**src/rtl/encoder_pkg.sv**
```systemverilog
// Shared types and helpers for the priority scan encoder and its
// combinational priority stage.
package encoder_pkg;

  typedef enum logic {
    IDLE = 1'b0,
    SCAN = 1'b1
  } state_t;

  // Index width for an n-entry vector, never less than one bit.
  function automatic int clog2_min1(input int n);
    int w;
    for (w = 1; (1 << w) < n; w++) begin
    end
    return w;
  endfunction

  localparam int DEFAULT_N = 8;
  localparam int DEFAULT_W = clog2_min1(DEFAULT_N);

  typedef logic [DEFAULT_W-1:0] code_t;

endpackage

```
**src/rtl/prio_enc_comb.sv**
```systemverilog
// Purely combinational priority encoder: index of the winning set bit,
// plus any-set and exactly-one-set flags.
module prio_enc_comb
  import encoder_pkg::*;
#(
  parameter int N = 8,
  parameter bit MSB_FIRST = 1'b1,
  localparam int W = clog2_min1(N)
) (
  input  logic [N-1:0] vec,
  output logic [W-1:0] idx,
  output logic         any,
  output logic         single
);

  // The last match in scan order wins, so the scan direction sets priority.
  always_comb begin
    idx = '0;
    if (MSB_FIRST) begin
      for (int i = 0; i < N; i++) begin
        if (vec[i]) idx = W'(i);
      end
    end else begin
      for (int i = N - 1; i >= 0; i--) begin
        if (vec[i]) idx = W'(i);
      end
    end
  end

  assign any    = |vec;
  assign single = any && ((vec & (vec - N'(1))) == '0);

endmodule

```
**src/rtl/priority_scan_encoder.sv**
```systemverilog
// Registered multi-hot priority encoder: captures a request vector and
// emits the index of each set bit, one per valid/ready handshake.
module priority_scan_encoder
  import encoder_pkg::*;
#(
  parameter int N = 8,
  parameter bit MSB_FIRST = 1'b1,
  localparam int W = clog2_min1(N)
) (
  input  logic         CP,
  input  logic         CR,
  input  logic         LOAD,
  input  logic [N-1:0] DATA,
  output logic         BUSY,
  output logic         OUT_VALID,
  input  logic         OUT_READY,
  output logic [W-1:0] CODE,
  output logic         LAST,
  output logic         ZERO
);

  localparam logic [N-1:0] BIT0 = {{(N-1){1'b0}}, 1'b1};

  state_t       state, state_nxt;
  logic [N-1:0] pending, pending_nxt, pending_clr, enc_vec;
  logic [W-1:0] enc_idx, code_nxt;
  logic         enc_any, enc_single;
  logic         valid_nxt, busy_nxt, last_nxt, zero_nxt;
  logic         handshake;

  assign handshake   = OUT_VALID & OUT_READY;
  assign pending_clr = pending & ~(BIT0 << CODE);

  // Encoding the post-clear remainder lets the next code land on the
  // handshake edge itself, so there is no bubble between codes.
  assign enc_vec = (state == IDLE) ? DATA : pending_clr;

  prio_enc_comb #(
    .N        (N),
    .MSB_FIRST(MSB_FIRST)
  ) u_prio (
    .vec   (enc_vec),
    .idx   (enc_idx),
    .any   (enc_any),
    .single(enc_single)
  );

  always_ff @(posedge CP or posedge CR) begin
    if (CR) state <= IDLE;
    else    state <= state_nxt;
  end

  always_comb begin
    state_nxt = state;
    case (state)
      IDLE: if (LOAD && enc_any) state_nxt = SCAN;
      SCAN: if (handshake && LAST) state_nxt = IDLE;
      default: state_nxt = IDLE;
    endcase
  end

  always_comb begin
    pending_nxt = pending;
    code_nxt    = CODE;
    last_nxt    = LAST;
    valid_nxt   = OUT_VALID;
    busy_nxt    = BUSY;
    zero_nxt    = 1'b0;
    case (state)
      IDLE: begin
        valid_nxt = 1'b0;
        busy_nxt  = 1'b0;
        last_nxt  = 1'b0;
        if (LOAD) begin
          if (enc_any) begin
            pending_nxt = DATA;
            code_nxt    = enc_idx;
            last_nxt    = enc_single;
            valid_nxt   = 1'b1;
            busy_nxt    = 1'b1;
          end else begin
            zero_nxt = 1'b1;
          end
        end
      end
      SCAN: begin
        if (handshake) begin
          pending_nxt = pending_clr;
          if (LAST) begin
            valid_nxt = 1'b0;
            busy_nxt  = 1'b0;
            last_nxt  = 1'b0;
          end else begin
            code_nxt  = enc_idx;
            last_nxt  = enc_single;
            valid_nxt = 1'b1;
            busy_nxt  = 1'b1;
          end
        end
      end
      default: begin
        pending_nxt = '0;
        valid_nxt   = 1'b0;
        busy_nxt    = 1'b0;
        last_nxt    = 1'b0;
      end
    endcase
  end

  always_ff @(posedge CP or posedge CR) begin
    if (CR) begin
      pending   <= '0;
      CODE      <= '0;
      LAST      <= 1'b0;
      OUT_VALID <= 1'b0;
      BUSY      <= 1'b0;
      ZERO      <= 1'b0;
    end else begin
      pending   <= pending_nxt;
      CODE      <= code_nxt;
      LAST      <= last_nxt;
      OUT_VALID <= valid_nxt;
      BUSY      <= busy_nxt;
      ZERO      <= zero_nxt;
    end
  end

endmodule

```
**config.mk**
```make
export PLATFORM = sky130hd
export DESIGN_NAME = priority_scan_encoder
export DESIGN_NICKNAME = d
export VERILOG_FILES = /design/src/rtl/encoder_pkg.sv /design/src/rtl/prio_enc_comb.sv /design/src/rtl/priority_scan_encoder.sv
export SDC_FILE = /design/constraint.sdc
export NUM_CORES = 1
export LEC_CHECK = 0
export ABC_AREA = 1
export BUFFER_PORTS_ARGS = -buffer_cell sky130_fd_sc_hd__buf_4
export CORE_MARGIN = 2
export CORE_UTILIZATION = 55
export DETAILED_ROUTE_END_ITERATION = 7
export GPL_ROUTABILITY_DRIVEN = 0
export MAX_ROUTING_LAYER = met4
export PLACE_DENSITY_LB_ADDON = 0.1
export REMOVE_ABC_BUFFERS = 1
export SYNTH_ARGS = -nofsm -noshare
export SYNTH_HDL_FRONTEND = slang
export SYNTH_SLANG_ARGS = --single-unit
```
**constraint.sdc**
```tcl
create_clock -name CP -period 4.5 [get_ports CP]
set_input_delay 0.675 -clock CP [delete_from_list [all_inputs] [get_ports CP]]
set_output_delay 0.675 -clock CP [all_outputs]
set_load 0.01 [all_outputs]
```
; Word level (Yosys, flattened, before mapping)
; Index checks and enable logic that the tools add are counted.
[word_totals]
ff_bits = 15
latch_bits = 0
ramBits = 0
mem_bits_ro = 0
input_bits = 12
out_inout_bits = 7
elab_cells = 57
n_memories = 0
[classes]
n_addsub = 1
multipliers = 0
div = 0
order_cmp = 0
eq_ne = 4
shifts = 1
muxes = 33
bitwise = 5
reduce_logical = 7
[ops]
columns = op, n
row1 = 8-bit 2-to-1 mux, 4
row2 = 3-bit 2-to-1 mux, 8
row3 = 8-bit AND, 2
row4 = 8-bit case mux with 2 select lines, 1
row5 = 1-bit 2-to-1 mux, 14
row6 = 8-bit logical NOT, 1
row7 = 8-bit inverter, 1
row8 = 8-bit OR reduction, 1
row9 = 1-bit by 3-bit left shift with 8-bit output (first input constant), 1
row10 = 8-bit by 1-bit subtractor with 8-bit output (second input constant), 1
row11 = 2-bit != test (second input constant), 3
row12 = 1-bit case mux with 2 select lines, 3
row13 = 3-bit case mux with 2 select lines, 1
row14 = 2-bit 2-to-1 mux, 2
row15 = 4-bit AND reduction, 1
row16 = 1-bit logical AND, 3
row17 = 3-bit AND reduction, 1
row18 = 2-bit by 1-bit != test with 1-bit output (second input constant), 1
row19 = 1-bit AND, 1
row20 = 1-bit inverter, 1

; Longest topological paths before layout
[logic_depth]
word_depth = 14
mapped_depth = 13
mapped_depth_nobuf = 12

; Cells and area by module
; From an unflattened synthesis, not the netlist that was laid out.
[unflattened]
cells_unflattened = 154
area_unflattened_um2 = 999.7
[by_module_without_submodules]
columns = module, n_inst, cells_each, area_per_inst_um2, seq_area_each_um2
row1 = priority_scan_encoder, 1, 121, 845.8, 375.4
row2 = prio_enc_comb, 1, 33, 153.9, 0.0

; Worst setup path after synthesis
; OpenSTA, ideal clock, no wires.
[synth_path]
path_kind = input-to-reg
startpoint = input DATA[2]
endpoint = register pending[1]
arrival_time_ps = 1457
t_required_ps = 4383
path_slack_ps = 2926
cell_stages = 10
path_buffers = 0
cell_sequence = nand2_2 -> inv_2 -> a21oi_4 -> nand2_2 -> nor2_4 -> nand2_4 -> nand3_2 -> nand2_4 -> nand2_1 -> nand2_1
[synth_via]
elab_chain_len = 4
[synth_rtl]
columns = element, line_no
row1 = "start, declared", priority_scan_encoder.sv:13  ; input logic [N-1:0] DATA,
row2 = 8-bit 2-to-1 mux, priority_scan_encoder.sv:36  ; assign enc_vec = (state == IDLE) ? DATA : pending_clr;
row3 = 8-bit OR reduction, prio_enc_comb.sv:30  ; assign any = |vec;
row4 = 2-bit != test (no line), n/a
row5 = 3-bit AND reduction (no line), n/a
row6 = "end signal, assigned", priority_scan_encoder.sv:119  ; pending <= pending_nxt;
row7 = "end, declared", priority_scan_encoder.sv:25  ; logic [N-1:0] pending, pending_nxt, pending_clr, enc_vec;
; No other way between the ends.
; A chain may end at the register's enable or synchronous reset.

; Worst setup path after layout
[layout_path]
startpoint = register state
endpoint = register pending[7]
[layout_via]
elab_chain_len = 4
[layout_rtl]
columns = element, line_no
row1 = "start, declared", priority_scan_encoder.sv:24  ; state_t state, state_nxt;
row2 = "start signal, assigned", priority_scan_encoder.sv:50  ; else state <= state_nxt;
row3 = 8-bit 2-to-1 mux, priority_scan_encoder.sv:36
row4 = 8-bit OR reduction, prio_enc_comb.sv:30
row5 = 2-bit != test (no line), n/a
row6 = 3-bit AND reduction (no line), n/a
; Parallel ways exist; a longest one is shown, timed or not.

==> reports/qor.txt <==
Power per cell area: 171 nW/um^2
Total gr overflow: 0
Nets: 199
Chip width: 50.2 um
Die Area: 2520 um^2
Fillers: 181
Initial antenna violation count: 0
Drt pass-1 iters: 5
DRT iter0 DRCs: 38
Largest cells by area after synthesis: dfrtp_1, nand2_1, a21oi_4, nand3_1, inv_1
Clock latency on the worst-skew pair: 0.30 ns
CTS tree: done
Combinational power share: 0.050
Mapped Cells: 167
Yosys cell types: 25
Hpwl dp: 1960 um
Floorplan row count: 16
Post-cts resize count: 0
Drt total wl: 2600 um
Power share of the clock group: 0.362
Post-Route Skew: 0.00227 ns
Mapped Area: 1180 um^2
Startpoint class of the critical path: flip-flop
Remaining antenna violation count: 0
Setup TNS: 0 ns
DR vias/cell: 4.93
WP data required: 4.70 ns
Vias in the first global route: 1019
Setup CP Type: flip-flop to flip-flop
Setup violators final: 0
First-pass GRT wire length: 4510 um
Arr. time, crit path: 2.21 ns
Final Hold Fails: 0
Flop pwr share: 0.588
Setup Fix Bufs, Post-CTS: 0
Most frequent cells in the layout: nand2_1, inv_1, buf_4
Commonest non-fill, non-tap cell in the layout: nand2_1
Worst slew pin tran: 0.702 ns
Die Ht: 50.2 um
Synth area leader: dfrtp_1
Share of layout cells above drive strength 1: 0.253
Post-route setup slack: 2.48 ns
Crit path max fanout: 19
Vias post-DR: 1051
Peak supply drop: 0.159 mV
Clock Path Buffers: 2
DR WL/cell: 12.2 um
CP Capture Type: flip-flop
I/O pin cnt: 19
FF+latch count, synth: 15
Post-Layout Cell Count: 213
Core ar.: 1980 um^2
H-tree lvl count: 1
Yosys Warn Count: 0
Total track usage: 0.245
Clk sinks: 15
Initial core utilization: 0.593
Min-delay worst type: input port to asynchronous set/reset pin
Pwr Total: 0.229 mW
Seq/Total Area, Yosys: 0.319
Max transition margin: 0.532
Share of the synthesized area in the top cell type: 0.319
WHS: 0.438 ns
Unrepaired setup endpoints after global routing: false
Worst slack, placed: 2.49 ns
Final Critical Period: 2.02 ns
Peak Freq: 496 MHz
Residual DRC: 0
P_int: 0.176 mW
P&R area growth vs syn: 13.7%
TritonCTS Buffers: 3
Placed cells: 209
Clock transition at path regs: 0.10 ns
Status: complete, no violations
Hold-fix buffers at CTS: 0
Synthesized area per cell: 7.04 um^2
Net switching power of the design: 0.0536 mW
Root cell of the clock tree: clkbuf_4
Max-slew violations: 0
Sw frac: 0.234
Pin count of the biggest net entering global routing: 20
Ratio of final minimum period to clock period: 0.448
LEAKAGE: 0.794 nW
Port Buffers: 18
Number of max-cap violations: 0
N_diodes: 0
==> cell usage after synthesis <==
cell and n:
a21boi_1 1, nor2_8 1, nor2_2 3, nand3_1 16
nand2_1 69, nor2_4 1, buf_4 1, a21oi_4 5
o211ai_1 1, or2_2 1, buf_6 1, nand2_4 3
nand3_2 2, o21ai_1 1, inv_1 21, o21bai_1 1
nand2_2 3, a21oi_1 3, dfrtp_1 15, inv_2 4
nand3_4 2, or2_1 1, nor2_1 9, inv_4 1
buf_8 1
==> sequential cells by signal (all words and copies together) (netlist names) <==
name / cells
pending: 8
CODE: 3
LAST: 1
OUT_VALID: 1
ZERO: 1
state: 1
==> power by group through the flow <==
| stage | sequential, mW | combinational, mW | clock (mW) |
|---|---|---|---|
| final | 0.135 | 0.0115 | 0.0831 |
| after global routing | 0.135 | 0.0130 | 0.0921 |
| after CTS | 0.135 | 0.0117 | 0.0865 |
| after detailed placement | 0.137 | 0.0117 | 0 |
| after global placement | 0.137 | 0.0116 | 0 |
| after floorplan | 0.137 | 0.00299 | 0 |
==> layer usage <==
| metal | wire length [um] | global-route usage | vias up |
|---|---|---|---|
| li1 | - | - | 548 |
| met1 | 1140 | 0.292 | 468 |
| met2 | 1270 | 0.414 | 29 |
| met3 | 138 | 0.0476 | 6 |
| met4 | 46 | 0.0787 | 0 |
| met5 | 0 | - | - |
==> logic make-up after synthesis <==
family | synth area share
buffers and inverters | 0.114
and+or+nand+nor | 0.462
DFF | 0.319
AOI/OAI and AO/OA | 0.105
==> critical path: stages, from the launching register on <==
cell and delay, ns:
dfrtp_1 0.81, inv_4 0.16, nand2_2 0.11, inv_2 0.04
a21oi_4 0.14, nand2_2 0.09, nor2_4 0.18, nand2_4 0.08
nand3_2 0.09, nand2_4 0.09, nand2_1 0.07, nand2_1 0.05
==> final timing paths <==
check,from,endpoint,slack [ns],depth (start not counted)
min in group CP,pending[4]$_DFFE_PP0P_,pending[4]$_DFFE_PP0P_,0.49,2
max in group asynchronous,CR,OUT_VALID$_DFFE_PP0P_,3.67,2
max,state$_DFF_PP0_,pending[7]$_DFFE_PP0P_,2.48,11
max reg2reg,state$_DFF_PP0_,pending[7]$_DFFE_PP0P_,2.48,11
min,CR,pending[4]$_DFFE_PP0P_,0.44,2
min reg2reg,pending[4]$_DFFE_PP0P_,pending[4]$_DFFE_PP0P_,0.49,2
==> stage by stage <==
stage          utilization  cell area (um^2)
2_1_floorplan            -              1140
3_3_place_gp         0.662              1310
3_5_place_dp         0.662              1310
4_1_cts              0.675              1340
5_1_grt              0.675              1340
6_report             0.675              1340
==> layout make-up <==
cell class | count | area [um^2] | share of cell area
inverters | 26 | 100 | 0.0748
clock buffers | 4 | 26.3 | 0.0196
well taps | 27 | 33.8 | 0.0253
multi-input cells | 123 | 667 | 0.499
flip-flops and latches | 15 | 375 | 0.281
repair buffers | 18 | 135 | 0.101
Power figures use the tool's default switching activity.
